## src/rtl/cargador_instrucciones.sv

```systemverilog
// rtl/cargador_instrucciones.sv - loads 32-bit instruction words into byte-wide instruction memory, big-endian
module cargador_instrucciones #(
  parameter int MEM_BYTES = 1000
) (
  input  logic        clk,
  input  logic        rst_n,
  input  logic        inicio,
  input  logic [31:0] dir_base,
  input  logic [15:0] num_palabras,
  input  logic [31:0] palabra,
  input  logic        palabra_valida,
  output logic        palabra_lista,
  output logic        mem_we,
  output logic [31:0] mem_dir,
  output logic [7:0]  mem_dato,
  output logic        ocupado,
  output logic        terminado,
  output logic        error
);

  typedef enum logic [1:0] {IDLE, ESPERA, ESCRIBE, FIN} estado_t;

  estado_t     estado;
  logic [31:0] dir_act;
  logic [31:0] buffer;
  logic [15:0] restantes;
  logic [1:0]  indice;

  logic [33:0] dir_fin;
  logic        rechazo;
  logic        handshake;

  // 34-bit end address so a base near 2^32 cannot wrap past the size check
  assign dir_fin   = {2'b00, dir_base} + {16'd0, num_palabras, 2'b00};
  assign rechazo   = (dir_base[1:0] != 2'b00) || (dir_fin > 34'(MEM_BYTES));

  // Ready in ESPERA, and on the last byte when another word is still due
  assign palabra_lista = (estado == ESPERA) ||
                         ((estado == ESCRIBE) && (indice == 2'd3) && (restantes > 16'd1));
  assign handshake     = palabra_valida && palabra_lista;

  assign ocupado   = (estado == ESPERA) || (estado == ESCRIBE);
  assign terminado = (estado == FIN);
  assign mem_we    = (estado == ESCRIBE);
  assign mem_dir   = mem_we ? (dir_act + {30'd0, indice}) : 32'd0;

  // Byte 0 of the word is the most significant one, matching the fetch-side reassembly
  always_comb begin
    mem_dato = 8'd0;
    if (mem_we) begin
      case (indice)
        2'd0:    mem_dato = buffer[31:24];
        2'd1:    mem_dato = buffer[23:16];
        2'd2:    mem_dato = buffer[15:8];
        default: mem_dato = buffer[7:0];
      endcase
    end
  end

  // Load sequencer: request check, word capture, four byte writes per word
  always_ff @(posedge clk or negedge rst_n) begin
    if (!rst_n) begin
      estado    <= IDLE;
      dir_act   <= 32'd0;
      buffer    <= 32'd0;
      restantes <= 16'd0;
      indice    <= 2'd0;
      error     <= 1'b0;
    end else begin
      case (estado)
        IDLE: begin
          if (inicio) begin
            error <= rechazo;
            if (rechazo || (num_palabras == 16'd0)) begin
              estado <= FIN;
            end else begin
              dir_act   <= dir_base;
              restantes <= num_palabras;
              estado    <= ESPERA;
            end
          end
        end
        ESPERA: begin
          if (handshake) begin
            buffer <= palabra;
            indice <= 2'd0;
            estado <= ESCRIBE;
          end
        end
        ESCRIBE: begin
          if (indice != 2'd3) begin
            indice <= indice + 2'd1;
          end else begin
            dir_act   <= dir_act + 32'd4;
            restantes <= restantes - 16'd1;
            if (handshake) begin
              buffer <= palabra;
              indice <= 2'd0;
            end else if (restantes == 16'd1) begin
              estado <= FIN;
            end else begin
              estado <= ESPERA;
            end
          end
        end
        FIN: begin
          estado <= IDLE;
        end
        default: begin
          estado <= IDLE;
        end
      endcase
    end
  end

endmodule

```

## config.mk

```make
export PLATFORM = sky130hd
export DESIGN_NAME = cargador_instrucciones
export DESIGN_NICKNAME = d
export VERILOG_FILES = /design/src/rtl/cargador_instrucciones.sv
export SDC_FILE = /design/constraint.sdc
export NUM_CORES = 1
export LEC_CHECK = 0
export ABC_CLOCK_PERIOD_IN_PS = 7250
export BUFFER_PORTS_ARGS = -buffer_cell sky130_fd_sc_hd__buf_2
export CAP_MARGIN = 20
export CORE_AREA = 2 2 122 124
export CTS_BUF_LIST = sky130_fd_sc_hd__clkbuf_8 sky130_fd_sc_hd__clkbuf_16
export DETAILED_ROUTE_END_ITERATION = 6
export DIE_AREA = 0 0 124 126
export PLACE_DENSITY = 0.72
export SYNTH_ARGS = -nofsm -noshare
export SYNTH_HDL_FRONTEND = slang
export SYNTH_SLANG_ARGS = --single-unit
```

## constraint.sdc

```tcl
create_clock -name clk -period 7.25 [get_ports clk]
set_input_delay 0 -clock clk [delete_from_list [all_inputs] [get_ports clk]]
set_output_delay 0 -clock clk [all_outputs]
set_load 0.02 [all_outputs]
```

==> results of run 1 <==
==> final cells by class <==
type                            count  share of cell area (%)
Sequential cell                    85                   25.26
Timing Repair Buffer              172                   12.72
Clock inverter                      7                  0.8915
Multi-Input combinational cell    707                   54.74
Tap cell                          184                   2.734
Inverter                           22                  0.9807
Clock buffer                        9                   2.675
==> power groups by stage <==
stage,logic (mW),clock network (mW),registers [mW]
floorplan,0.937,0,0.777
global placement,1.21,0,0.833
detailed placement,1.22,0,0.839
CTS,1.24,0.476,0.831
global route,1.38,0.501,0.865
finish,1.24,0.471,0.836
==> metal layers <==
| layer | global-route usage (%) | routed length (um) | vias up |
|---|---|---|---|
| met3 | 2.627 | 1344 | 28 |
| met4 | 6.874 | 350 | 0 |
| met2 | 43.73 | 10140 | 291 |
| met5 | 0 | 0 | - |
| li1 | - | - | 3516 |
| met1 | 38.35 | 9255 | 3448 |
==> cells in the final DEF (no fill, tap or decap), types with 10 or more instances in the layout <==
master,instances
nor2_1,73
buf_2,127
mux2_2,26
inv_1,21
dfrtp_1,85
nand4_1,26
nand3_1,36
xor2_1,25
a31oi_1,14
xnor2_1,11
o22ai_1,10
or3_1,16
a21o_1,11
a21oi_1,64
nand2_1,84
and3_1,16
o21ai_0,62
and2_1,14
ha_1,28
dlygate4sd3_1,39
nor3_1,18
==> worst paths after layout <==
kind                       cells after the start  slack (ns)       endpoint
setup / recovery                              13        3.00  restantes[13]
hold / removal                                 3   -0.000003     dir_act[4]
setup reg to reg                               9        3.91     buffer[14]
hold reg to reg                                2        0.49          error
max in group asynchronous                      3        6.03    dir_act[22]
min in group asynchronous                      2        0.05    dir_act[31]
==> state kept, by name, indices dropped and copies added, names as in the netlist <==
signal	flops
estado	2
buffer	32
dir_act	32
indice	2
error	1
restantes	16
==> kinds of logic after synthesis <==
logic type / count (synthesis)
AND/OR/NAND/NOR: 338
AO/OA/AOI/OAI: 265
flip-flops: 85
buffers and inverters: 79
XOR/XNOR: 36
multiplexers: 36
adder cells (fa/ha/maj): 32
==> per-stage QoR <==
stage	hold slack, ns	std cells	area (um^2)	setup WS [ns]
2_1_floorplan	-0.2956	871	7053	4.247
3_3_place_gp	-0.1228	1131	7730	3.285
3_5_place_dp	-0.1232	1131	7730	3.219
4_1_cts	0.0008463	1186	8421	3.054
5_1_grt	0.02111	1186	8421	2.654
6_report	-0.000003247	1186	8421	2.995
==> critical path: stages <==
cell and delay, ns:
dlygate4sd3_1 0.55, buf_2 0.16, ha_1 0.46, nand4_1 0.27, nor3_2 0.30, nand3_1 0.13, a2111oi_1 0.55, o32ai_1 0.20
nor4_2 0.26, nand4_2 0.30, nand2_1 0.79, a21boi_0 0.20, a221o_1 0.30
==> metrics, run 1 <==
failing checks=negative hold slack; DIE HEIGHT=126 um; Seq pwr share=32.8%; synth top area cells=dfrtp_1 30%, ha_1 5.3%, a21oi_1 4.5%; count of cell types in the netlist=74; switching power=1.138 mW; footprint of the multi-input gates=4609 um^2; 1st-pass router iterations=5; ANT cells=0; fill count=1343; syn avg cell area=8.098 um^2; clk_skew=0.01121 ns; CTS clk-pin slew, worst paths=0.07 ns; P per Cell Area=302.9 nW/um^2; min-delay worst type=in2reg; CTS Sinks=85; Sw Share=44.60%; asr flop ratio synth=100.0%; WL/cell=17.78 um; hold buffers post-CTS=39; Critical Path Sink Type=register; GP Congestion=0.9648; global-route wire length before repair=33.79 mm; critical path launch point type=input pin; largest family of logic cells by synthesized area=simple AND/OR/NAND/NOR gates; CP Data Arrival Time=4.47 ns; Synth Instances=871; Worst Tran Pin Value=1.047 ns; leakage power=3.567 nW; Clk pwr share=18.5%; Logic pwr share=48.8%; clk_lat worst skew=0.34 ns; Peak Freq=235.0 MHz; DR vias/cell=6.141; Max FO, Critical Path=28; post-synthesis simple-gate area fraction=24.71%; Layout area overhead=19.39%; CP Data Required Time=7.47 ns; RSZ-0062 raised after global routing=false; largest net degree at the start of global routing=72; # resized after CTS=0; min cycle time layout=4.255 ns; setup TNS=0 ns; I/O pin total=129; hold_ws=-0.000003247 ns; mux share of post-synthesis cell area=5.695%; die area=15620 um^2; R2R Path Start=estado[0]; post-DP HPWL=15.20 mm; Initial Util=49.27%; TritonCTS clock tree=built; outcome=finished, violations left; number of synthesized register bits=85; Final Cycle Share=58.69%; utilization after layout=58.83%; top-count cell post-synth=dfrtp_1; # port buffers=128; layout cells sized above 1=19.66%; CP Class=in2reg; H-tree depth=3; WL final=21.09 mm; Routed Antenna Nets=0; setup repair bufs after CTS=0; Final Slew Violations=0; cell internal pwr=1.413 mW; Rel. slew slack=30.18%; sequential cell area=2127 um^2; Final Hold Vio Count=1; top cells by count, synth=85 x dfrtp_1, 84 x nand2_1, 73 x nor2_1; Design Power=2.551 mW; synthesis warning total=0; Final Setup Violations=0; Seq/Total Area, Yosys=30.16%; Core ar.=14310 um^2; row cnt=44; number of max-cap violations=0; Synth Area in Adders=5.890%; Initial DRC Count=721; Hold Path Origin=dir_base[4]; Synth Net Count=987; vias in the first global route=6606; Syn Std Cell Area=7053 um^2; maximum clock path buffer count=2; post-synthesis xor/xnor area fraction=4.470%; worst vdd ir=166.7 uV; cell taking the most area after synthesis=dfrtp_1; Yosys top cell area share=30.16%; CP startpoint=num_palabras[13]; number of flops mapped to enable cells by yosys=0; total CTS buffers=9; vias post-DR=7283; initial antenna violation count=0; GRT Util Overall=26.89%; Layout Nets=1113; Die W=124 um; root cell of the clock tree=clkbuf_16; Compound-Gate Fraction of Synth Area=24.52%; top_reg_cell synth=dfrtp_1; # DRC=0; total grt overflow=0
Note: power is estimated with default switching activity, not from simulation.
==> run 2, diff against run 1 <==
--- a/config.mk
+++ b/config.mk
@@ -5,7 +5,7 @@
 export SDC_FILE = /design/constraint.sdc
 export NUM_CORES = 1
 export LEC_CHECK = 0
-export ABC_CLOCK_PERIOD_IN_PS = 7250
+export ABC_CLOCK_PERIOD_IN_PS = 4400
 export BUFFER_PORTS_ARGS = -buffer_cell sky130_fd_sc_hd__buf_2
 export CAP_MARGIN = 20
 export CORE_AREA = 2 2 122 124
==> constraint.sdc (replaced) <==
create_clock -name clk -period 4.4 [get_ports clk]
set_input_delay 0 -clock clk [delete_from_list [all_inputs] [get_ports clk]]
set_output_delay 0 -clock clk [all_outputs]
set_load 0.02 [all_outputs]
==> run 2 against run 1 <==
The run now ends clean. Sequential cell count is the same. Clock-buffer cell count unchanged. Via count rose by 1.2%. Sequential power grew 66%. Worst hold slack better by 0.025 ns. Die area unchanged. Total power rose by 66%. Clock skew is 0.0011 ns higher. Final cell count up 1.1%. Sequential share of layout area shrank 0.34 points. Non-clock buffer count rose by 13. Clock power rose by 58%. Critical endpoint unchanged. Largest power group unchanged.
==> metrics, run 2 (synthesized netlist as in run 1, its figures left out) <==
P per Cell Area=495.7 nW/um^2 (+64%); vias post-DR=7368 (+1.2%); worst hold path depth=3 (unchanged); Worst Tran Pin Value=1.028 ns (-0.01904 ns); DIE HEIGHT=126 um (unchanged); CP Cell Sequence=dlygate4sd3_1 -> buf_2 -> ha_1 -> nand4_1 -> nor3_2 -> nand3_1 -> a2111oi_1 -> o32ai_1 -> nor4_2 -> nand4_2 -> buf_4 -> nand2_1 -> buf_4 -> a21boi_0 -> a221o_1; RSZ-0062 raised after global routing=false; CP Data Required Time=4.64 ns (-2.83 ns); total grt overflow=0 (unchanged); r2r worst-path depth=9 (unchanged); worst vdd ir=295.8 uV (+77%); Layout area overhead=21.04%; Final Cell Area=8537 um^2 (+1.4%); fill count=1302 (-3.1%); Hold Path Origin=dir_base[3]; Routed Antenna Nets=0 (unchanged); initial antenna violation count=0 (unchanged); min cycle time layout=3.807 ns; clk_skew=0.01227 ns (+0.001058 ns); CP Data Arrival Time=4.05 ns (-0.42 ns); Initial DRC Count=652 (-9.6%); hold_ws=0.02468 ns (+0.02468 ns); Rel. slew slack=31.35% (+1.2 points); hold endpoint=dir_act[3]; slowest cell delay on critical path=0.55 ns (-0.24 ns); 1st-pass router iterations=6 (+1); root cell of the clock tree=clkbuf_16; critical path launch point type=input pin; global-route wire length before repair=34.86 mm (+3.2%); H-tree depth=3 (unchanged); number of max-cap violations=0 (unchanged); Max FO, Critical Path=28 (unchanged); Layout Nets=1126 (+1.2%); Worst Setup Slack post-DPL=0.8131 ns (-2.406 ns); commonest non-fill, non-tap cell in the layout=buf_2; Core ar.=14310 um^2 (unchanged); Critical Path Sink Type=register; GP Congestion=0.9822 (+1.8%); maximum clock path buffer count=2 (unchanged); Cell Area, Placed=7780 um^2 (+0.65%); Final Setup Violations=0 (unchanged); die area=15620 um^2 (unchanged); Final Slew Violations=0 (unchanged); largest net degree at the start of global routing=66 (-8.3%); r2r setup slk=1.04 ns (-2.87 ns); Die W=124 um (unchanged); DR vias/cell=6.145 (about the same); most frequent CP cell=buf_4; clk_lat worst skew=0.35 ns (about the same); outcome=completed; WL/cell=18.26 um (+2.7%); cell total after placement=1136 (+0.44%); R2R Path Start=estado[0]; post-route insts no fill=1199 (+1.1%); row cnt=44 (unchanged); CTS clk-pin slew, worst paths=0.07 ns (about the same); post-DP HPWL=15.52 mm (+2.1%); TritonCTS clock tree=built; setup repair bufs after CTS=0 (unchanged); final worst slack=0.5930 ns (-2.402 ns); CTS Sinks=85 (unchanged); WL final=21.90 mm (+3.8%); Peak Freq=262.7 MHz; r2r endpoint=buffer[10]; CP Class=in2reg; leakage power=3.616 nW (+1.4%); setup TNS=0 ns (unchanged); slowest CP cell=dlygate4sd3_1; GRT Util Overall=28.21% (+1.3 points); I/O pin total=129 (unchanged); leading cell types in the layout, fill and taps excluded=127 x buf_2, 85 x dfrtp_1, 84 x nand2_1; Final Hold Vio Count=0 (-1); min-delay worst type=in2reg; Final Cycle Share=86.52%; # port buffers=128 (unchanged); total CTS buffers=9 (unchanged); Initial Util=49.27% (unchanged); layout cells sized above 1=20.00% (+0.34 points); vias in the first global route=6645 (+0.59%); Regs by FF count=buffer x32, dir_act x32, restantes x16; # DRC=0 (unchanged); ANT cells=0 (unchanged)
==> run 2: changes by cell type in the layout (fill, tap and decap cells not counted), sizes merged <==
cell         delta
buf             +5
bufinv          -1
clkinv          -2
clkinvlp        +1
dlygate4sd3     +8
inv             +2
==> run 2: layout make-up <==
type | count | area (um^2) | share of cell area, %
multi-input cells | 707 | 4609 | 53.99
flip-flops and latches | 85 | 2127 | 24.92
repair buffers | 185 | 1201 | 14.07
well taps | 184 | 230.2 | 2.697
clock buffers | 9 | 225.2 | 2.638
inverters | 22 | 82.58 | 0.9673
clock inverters | 7 | 61.31 | 0.7182
==> run 2: critical path: cells and delay by family <==
kind	cells	cell delay, ns
compound gates	4	1.10
simple gates	6	1.26
fa+ha+maj	1	0.47
buf+inv	4	1.20
==> run 2: worst max path at each step <==
stage	startpoint	to	cells after the start
5_1_grt	dir_base[15]	restantes[13]	15
3_5_place_dp	dir_base[15]	restantes[13]	14
3_3_place_gp	dir_base[15]	restantes[13]	14
4_1_cts	num_palabras[13]	restantes[13]	15
6_report	num_palabras[13]	restantes[13]	15
2_1_floorplan	dir_base[17]	dir_act[23]	13
==> run 2: timing repair <==
action	in CTS	in global routing
gates resized for setup	0	0
endpoints found under the hold margin	75	0
hold buffers	47	0
==> run 2: per-layer routing <==
layer / vias up / routed length, um / track usage (%) / part of all wire (%)
li1: 3544 / - / - / -
met1: 3432 / 9436 / 39.18 / 43
met2: 347 / 10230 / 44.73 / 47
met3: 45 / 1649 / 4.665 / 7.5
met4: 0 / 579 / 9.187 / 2.6
met5: - / 0 / 0 / 0
==> run 2: power by group <==
| part | total (mW) | internal, mW | switching (mW) |
|---|---|---|---|
| registers | 1.39 | 1.08 | 0.311 |
| clock network | 0.743 | 0.395 | 0.348 |
| logic | 2.10 | 0.834 | 1.26 |
==> run 2: metrics by stage <==
step	power, mW	util (%)
floorplan	2.823	-
global placement	3.393	54.35
detailed placement	3.430	54.35
CTS	4.220	59.64
global route	4.536	59.64
finish	4.232	59.64
